--- config.mk ---
export PLATFORM = sky130hd
export DESIGN_NAME = serial_parallel_flat
export DESIGN_NICKNAME = d
export VERILOG_FILES = /design/src/rtl/serial_parallel_pkg.sv /design/src/rtl/serial_parallel_if.sv /design/src/rtl/serial_parallel_comma_align_fsm.sv /design/src/rtl/serial_parallel.sv /design/src/flat_wrapper.sv
export SDC_FILE = /design/constraint.sdc
export NUM_CORES = 1
export LEC_CHECK = 0
export ABC_AREA = 1
export BUFFER_PORTS_ARGS = -buffer_cell sky130_fd_sc_hd__clkbuf_2
export CORE_MARGIN = 10
export CORE_UTILIZATION = 34
export DETAILED_ROUTE_END_ITERATION = 8
export HOLD_SLACK_MARGIN = 0.03
export SLEW_MARGIN = 30
export SYNTH_ARGS = -nofsm -noshare
export SYNTH_HDL_FRONTEND = slang
export SYNTH_SLANG_ARGS = --single-unit
--- constraint.sdc ---
create_clock -name clk_32f -period 2.9 [get_ports clk_32f]
set_input_delay 0.145 -clock clk_32f [delete_from_list [all_inputs] [get_ports clk_32f]]
set_output_delay 0.145 -clock clk_32f [all_outputs]
set_load 0.03 [all_outputs]
--- src/rtl/serial_parallel_pkg.sv ---
// Shared constants and state encoding for the serial_parallel receiver.
// Build option: SERIAL_PARALLEL_COMMA_PASS_EN (see serial_parallel.sv).
package serial_parallel_pkg;

    typedef enum logic [1:0] {
        StSearch = 2'd0,
        StAlign  = 2'd1,
        StActive = 2'd2
    } state_e;

    localparam logic [7:0]  DefaultComma     = 8'hBC;
    localparam int unsigned DefaultLockCount = 4;

endpackage

--- src/rtl/serial_parallel_if.sv ---
// Serial input and parallel output bundle of the serial_parallel receiver.
// Build option: SERIAL_PARALLEL_COMMA_PASS_EN changes only the receiver, not this bundle.
interface serial_parallel_if;

    logic       Data_in;
    logic [7:0] Data_out;
    logic       valid_out;
    logic       active;

    modport master (
        output Data_in,
        input  Data_out,
        input  valid_out,
        input  active
    );

    modport slave (
        input  Data_in,
        output Data_out,
        output valid_out,
        output active
    );

endinterface

--- src/rtl/serial_parallel_comma_align_fsm.sv ---
// Comma hunt and lock FSM: owns state, bit counter and aligned-comma counter.
// Build option: SERIAL_PARALLEL_COMMA_PASS_EN has no effect here.
module serial_parallel_comma_align_fsm
    import serial_parallel_pkg::*;
#(
    parameter int unsigned LOCK_COUNT = DefaultLockCount
) (
    input  logic clk_32f,
    input  logic reset,
    input  logic is_comma,
    output logic boundary,
    output logic active
);

    localparam logic [3:0] LockCnt = 4'(LOCK_COUNT);

    state_e     state_q, state_d;
    logic [2:0] bit_cnt_q, bit_cnt_d;
    logic [3:0] bc_cnt_q, bc_cnt_d;

    always_ff @(posedge clk_32f or negedge reset) begin
        if (!reset) begin
            state_q   <= StSearch;
            bit_cnt_q <= 3'd0;
            bc_cnt_q  <= 4'd0;
        end else begin
            state_q   <= state_d;
            bit_cnt_q <= bit_cnt_d;
            bc_cnt_q  <= bc_cnt_d;
        end
    end

    always_comb begin
        state_d   = state_q;
        bit_cnt_d = bit_cnt_q + 3'd1;
        bc_cnt_d  = bc_cnt_q;
        boundary  = (state_q != StSearch) && (bit_cnt_q == 3'd7);
        active    = (state_q == StActive);

        unique case (state_q)
            StSearch: begin
                // Restart the counter so the next boundary lands 8 bits after this comma.
                bit_cnt_d = 3'd0;
                if (is_comma) begin
                    bc_cnt_d = 4'd1;
                    state_d  = (LockCnt == 4'd1) ? StActive : StAlign;
                end
            end
            StAlign: begin
                if (boundary) begin
                    if (is_comma) begin
                        bc_cnt_d = bc_cnt_q + 4'd1;
                        if (bc_cnt_q + 4'd1 == LockCnt) begin
                            state_d = StActive;
                        end
                    end else begin
                        bc_cnt_d = 4'd0;
                        state_d  = StSearch;
                    end
                end
            end
            StActive: begin
                state_d = StActive;
            end
            default: begin
                state_d = StSearch;
            end
        endcase
    end

endmodule

--- src/rtl/serial_parallel.sv ---
// Serial-to-parallel receiver: comma-aligned byte recovery, MSB first.
// Build option: define SERIAL_PARALLEL_COMMA_PASS_EN to deliver commas as valid bytes in ACTIVE.
module serial_parallel
    import serial_parallel_pkg::*;
#(
    parameter logic [7:0]  COMMA      = DefaultComma,
    parameter int unsigned LOCK_COUNT = DefaultLockCount
) (
    input logic               clk_32f,
    input logic               reset,
    serial_parallel_if.slave  bus
);

    logic [7:0] sr_q, sr_next;
    logic [7:0] data_q, data_d;
    logic       valid_q, valid_d;
    logic       is_comma;
    logic       boundary;
    logic       active;

    assign sr_next  = {sr_q[6:0], bus.Data_in};
    assign is_comma = (sr_next == COMMA);

    serial_parallel_comma_align_fsm #(
        .LOCK_COUNT (LOCK_COUNT)
    ) u_fsm (
        .clk_32f  (clk_32f),
        .reset    (reset),
        .is_comma (is_comma),
        .boundary (boundary),
        .active   (active)
    );

    always_comb begin
        data_d  = data_q;
        valid_d = valid_q;
        if (active && boundary) begin
            if (!is_comma) begin
                data_d  = sr_next;
                valid_d = 1'b1;
            end else begin
`ifdef SERIAL_PARALLEL_COMMA_PASS_EN
                data_d  = COMMA;
                valid_d = 1'b1;
`else
                valid_d = 1'b0;
`endif
            end
        end
    end

    always_ff @(posedge clk_32f or negedge reset) begin
        if (!reset) begin
            sr_q    <= 8'h00;
            data_q  <= 8'h00;
            valid_q <= 1'b0;
        end else begin
            sr_q    <= sr_next;
            data_q  <= data_d;
            valid_q <= valid_d;
        end
    end

    assign bus.Data_out  = data_q;
    assign bus.valid_out = valid_q;
    assign bus.active    = active;

endmodule

--- src/flat_wrapper.sv ---
// flat-port wrapper written by rule: the top's interface ports become plain ports
module serial_parallel_flat import serial_parallel_pkg::*;
#(
    parameter logic [7:0]  COMMA      = DefaultComma,
    parameter int unsigned LOCK_COUNT = DefaultLockCount
)
  (clk_32f, reset, bus_Data_in, bus_Data_out, bus_valid_out, bus_active);
  serial_parallel_if bus_i ();
  input logic clk_32f;
  input logic reset;
  input wire logic [$bits(bus_i.Data_in)-1:0] bus_Data_in;
  output wire logic [$bits(bus_i.Data_out)-1:0] bus_Data_out;
  output wire logic [$bits(bus_i.valid_out)-1:0] bus_valid_out;
  output wire logic [$bits(bus_i.active)-1:0] bus_active;
  assign bus_i.Data_in = bus_Data_in;
  assign bus_Data_out = bus_i.Data_out;
  assign bus_valid_out = bus_i.valid_out;
  assign bus_active = bus_i.active;
  serial_parallel #(.COMMA(COMMA), .LOCK_COUNT(LOCK_COUNT)) u_core (.clk_32f(clk_32f), .reset(reset), .bus(bus_i));
endmodule
* Word-level counts from Yosys, hierarchy flattened
Index checks and enable logic that the tools add are counted.
W data, S select, Z words.
** Word-level totals
- Input bits :: 3
- Output and inout port bits :: 10
- Word-level logic and storage cells :: 36
- Bits in registers :: 25
** Cells by class
- Reduce and logical (&&, ||, !) cells :: 8
- Bitwise logic cells :: 1
- Mux-type cells :: 11
- $add $sub $neg :: 2
- Equality and inequality tests :: 8
** Operators by type and width (number)
- $mux W4 :: 3
- $eq A8 B8 Y1 const B :: 1
- $mux W2 :: 4
- $pmux W4 S2 :: 1
- $pmux W2 S3 :: 1
- $reduce_and A3 Y1 :: 2
- $add A4 B1 Y4 const B :: 1
- $eq A4 B3 Y1 const B :: 1
- $ne A2 B1 Y1 const B :: 2
- $reduce_bool A2 Y1 :: 2
- $add A3 B1 Y3 const B :: 1
- $eq A3 B3 Y1 const B :: 1
- $mux W3 :: 1
- $ne A3 B3 Y1 const B :: 1
- $eq A2 B1 Y1 const B :: 1
- $eq A2 B2 Y1 const B :: 1
- $logic_and A1 B1 Y1 :: 2
- $logic_not A2 Y1 :: 1
- $reduce_and A2 Y1 :: 1
- $mux W1 :: 1
- $not A1 Y1 :: 1

* Logic depth before layout (Yosys ltp)
- Depth after elaboration :: 6
- Gate-level depth with buffers :: 10
- Gate-level depth less buffers :: 9

* Cells and area by module
From an unflattened synthesis, not the netlist that was laid out.
** Unflattened totals
- Cell total of the unflattened synthesis :: 118
- Area, all modules :: 1109.8 um^2
** By module, submodules not included
- serial_parallel :: cells an instance 56, sequential area each 400.4 um^2, area each 596.8 um^2, instances 1
- serial_parallel_comma_align_fsm :: cells an instance 62, sequential area each 225.2 um^2, area each 513.0 um^2, instances 1

* Least setup slack after synthesis
Ideal clock, no wire load.
- Path kind :: register -> register
- Start :: register u_core.u_fsm.state_q[0]
- End :: register u_core.data_q[1] (netlist: u_core.bus.Data_out[1])
- Setup slack :: 1.493 ns
- Setup time :: 0.118 ns
- Data arrival time :: 1.290 ns
- Path buffers :: 1
- Required time :: 2.782 ns
- Period minus slack after synthesis :: 1.407 ns
- Cell stages (with the launch flop) :: 8
- Cells stage by stage :: dfrtp_1 -> nor2_2 -> inv_2 -> nor2_4 -> nand2_2 -> buf_6 -> nand2_2 -> o21ai_2
** On the way
- Elaborated cells between the ends (all ways) :: 5
- Those cells by class :: 1 x eq/ne; 4 x reduce/logical
** RTL lines
- start: declaration :: RTL line serial_parallel_comma_align_fsm.sv:17 : state_e state_q, state_d;
- start signal: assignment :: RTL line serial_parallel_comma_align_fsm.sv:23 : state_q <= StSearch;
- start signal: assignment :: RTL line serial_parallel_comma_align_fsm.sv:27 : state_q <= state_d;
- $eq A2 B2 Y1 :: RTL line serial_parallel_comma_align_fsm.sv:38 : active = (state_q == StActive);
- named net bus_active :: RTL line flat_wrapper.sv:14 : output wire logic [$bits(bus_i.active)-1:0] bus_active;
- $logic_and A1 B1 Y1 :: RTL line serial_parallel.sv:37 : if (active && boundary) begin
- $reduce_and A2 Y1 (no line)
- end signal: assignment :: RTL line serial_parallel.sv:59 : data_q <= data_d;
- end: declaration :: RTL line serial_parallel.sv:15 : logic [7:0] data_q, data_d;
The timed path passes the listed nets, and every way through them passes these cells.
A chain may end at the register's enable or synchronous reset.

* Final worst setup path
- Start :: register u_core.u_fsm.bit_cnt_q[0]
- End :: register u_core.data_q[0] (netlist: u_core.bus.Data_out[0])
** On the way
- Word-level cells in the longest chain between the ends :: 4
** RTL lines
- start: declaration :: RTL line serial_parallel_comma_align_fsm.sv:18 : logic [2:0] bit_cnt_q, bit_cnt_d;
- start signal: assignment :: RTL line serial_parallel_comma_align_fsm.sv:28 : bit_cnt_q <= bit_cnt_d;
- $eq A3 B3 Y1 :: RTL line serial_parallel_comma_align_fsm.sv:37 : boundary = (state_q != StSearch) && (bit_cnt_q == 3'd7);
- $logic_and A1 B1 Y1 :: RTL line serial_parallel_comma_align_fsm.sv:37
- $logic_and A1 B1 Y1 :: RTL line serial_parallel.sv:37
- $reduce_and A2 Y1 (no line)
Every way passes these cells.

==> metrics <==
WHS 0.361 ns; I/O pin total 13; kind of critical path reg -> reg; area delta synth->final 12.7%; n_diodes 0; DRT Wirelength 1870 µm; hold crit path type in -> async; HPWL Detailed 1390 µm; first-pass GRT wire length 3330 µm; P_int 422 µW; share of layout cells above drive strength 1 0.295; FF+latch area 626 µm²; worst-margin pin slew 0.593 ns; min Tclk post-route 1.48 ns; crit-path cells ha_1 > ha_1 > inv_2 > nor2_4 > nand2_2 > nand2_1 > o21ai_2; Sum Neg Setup Slack 0 ns; Max Cap Viol 0; Seq pwr share 0.658; clk_skew 0.00350 ns; Sw Pwr 135 µW; number of hold-repair buffers added at the cts stage 2; starting density of the core 0.359; Comb pwr share 0.071; Power per Cell Area 447 nW/µm²; critical path launch point type flip-flop; Arr. time, crit path 1.70 ns; clock group share of total power 0.271; Die Area 5930 µm²; Synth Warn # 0; synthesized area 1110 µm²; vias in the first global route 722; Port-buffer cells 12; global placer's final weighted congestion 0.794; endpoints failing hold 0; final instance area 1250 µm²; Clock Latency Late Sink 0.31 ns; root cell of the clock tree clkbuf_4; setup repair after global routing missed its margin no; WP buf/inv 1; f_max 0.674 GHz; num rows 20; Yosys reg bits 25; Remaining Overflow, GRT 0; Final nets 136; initial antenna violation count 0; Synth area leaders dfrtp_1 (57%), nand2_1 (10%), nand3_1 (5.0%); DR vias 779; largest net degree at the start of global routing 26; Cell Count, Final, Fillers Out 173; post-synth top area share 0.566; placed cells 167; crit-path max FO 12; post-CTS resize count 0; Post-DP Area 1200 µm²; fill count 304; Mapped Avg Cell Area 9.79 µm²; initial DRC count 26; Leak 0.662 nW; Most Frequent Cell on Critical Path ha_1; GR Util All Layers 0.0669; clk buf depth 2; CTS sink cnt 25; post-CTS setup-driven buffer insertion count 0; post-synthesis net count 119; Remaining DRCs 0; slowest stage delay, CP 0.37 ns; Crit path max-delay family simple AND/OR/NAND/NOR gates; period utilisation layout 0.512; chip height 77.0 µm; register area share after synthesis 0.566; TritonCTS clock tree yes; Syn Inst Count 113; Sw Share 0.242; Final Max Slew Viols 0; Max VDD drop 322 µV; chip width 77.0 µm; Pre-antenna DRT Iters 4; # setup viols final 0; Multi-input gate area 409 µm²; CP max-delay cell dfrtp_1; core area 3080 µm²; Post-DRT Antenna Nets 0; vias per cell 4.50; endpoint class of the critical path flip-flop; Max-slew headroom 0.604; CTS Buf Count 3; Synth area leader dfrtp_1; worst path required time 3.12 ns; Avg WL per Cell 10.8 µm; status completed; H-tree depth 1; clock transition at the registers of the reported paths 0.13 ns; library cells used by synthesis 19
-- placed cells by master (no fill, tap or decap), types with 2 or more instances in the layout --
master,count
inv_2,6
nand4_1,2
nor2_2,4
ha_1,3
dlygate4sd3_1,2
o21ai_0,3
clkbuf_2,12
nor2_1,6
dfrtp_1,25
inv_1,7
o21ai_2,3
nand2_2,5
nand3_1,11
nand2_1,30
clkbuf_4,3
-- synthesized netlist by cell type, drive strengths merged --
master	n
nand2	35
dfrtp	25
inv	13
nand3	12
nor2	12
o21ai	7
ha	3
buf	2
nand4	2
a21oi	1
xor2	1
-- through the flow --
step                worst slack [ns]  power [mW]   util
finish                          1.42       0.557  0.405
global placement                1.50       0.411  0.389
global route                    1.28       0.582  0.405
detailed placement              1.43       0.411  0.389
CTS                             1.41       0.563  0.405
floorplan                       1.49       0.394      -
-- layer usage --
layer,wire (µm),GRT usage
met5,0,0
met3,74,0.0175
met4,19,0.0274
met1,848,0.0804
met2,925,0.110
-- logic make-up after synthesis --
group | after synthesis | share of synthesized area
compound gates | 8 | 0.0566
xor+xnor | 1 | 0.00792
fa+ha+maj | 3 | 0.0339
buf+inv | 15 | 0.0645
flops | 25 | 0.566
simple gates | 61 | 0.271
-- layout make-up --
class                      instances  area share
multi-input combinational         73       0.328
timing repair buffer              14      0.0643
sequential                        25       0.502
clock inverter                     1     0.00402
clock buffer                       3      0.0181
tap                               44      0.0442
inverter                          13      0.0392
-- sequential cells by signal, indices dropped and copies added, names as in the netlist --
register,flops
u_core.sr_q,7
u_core.u_fsm.state_q,2
u_core.bus.valid_out,1
u_core.u_fsm.bc_cnt_q,4
u_core.bus.Data_out,8
u_core.u_fsm.bit_cnt_q,3
-- power by group through the flow --
stage	clock network (mW)	logic [mW]	registers, mW
after detailed placement	0	0.0384	0.373
after CTS	0.156	0.0406	0.366
after global routing	0.170	0.0441	0.368
after global placement	0	0.0382	0.373
after floorplan	0	0.00975	0.384
final	0.151	0.0394	0.366
-- worst paths after layout --
check	from	to	slack (ns)	cells after the start
min	reset	u_core.bus.Data_out[1]$_DFFE_PN0P_	0.36	2
max in group asynchronous	reset	u_core.bus.valid_out$_DFFE_PN0P_	2.15	2
max reg2reg	u_core.u_fsm.bit_cnt_q[0]$_DFF_PN0_	u_core.bus.Data_out[0]$_DFFE_PN0P_	1.42	7
max	u_core.u_fsm.bit_cnt_q[0]$_DFF_PN0_	u_core.bus.Data_out[0]$_DFFE_PN0P_	1.42	7
min reg2reg	u_core.sr_q[5]$_DFF_PN0_	u_core.sr_q[6]$_DFF_PN0_	0.42	0
min in group clk_32f	u_core.sr_q[5]$_DFF_PN0_	u_core.sr_q[6]$_DFF_PN0_	0.42	0
Power figures use the tool's default switching activity.
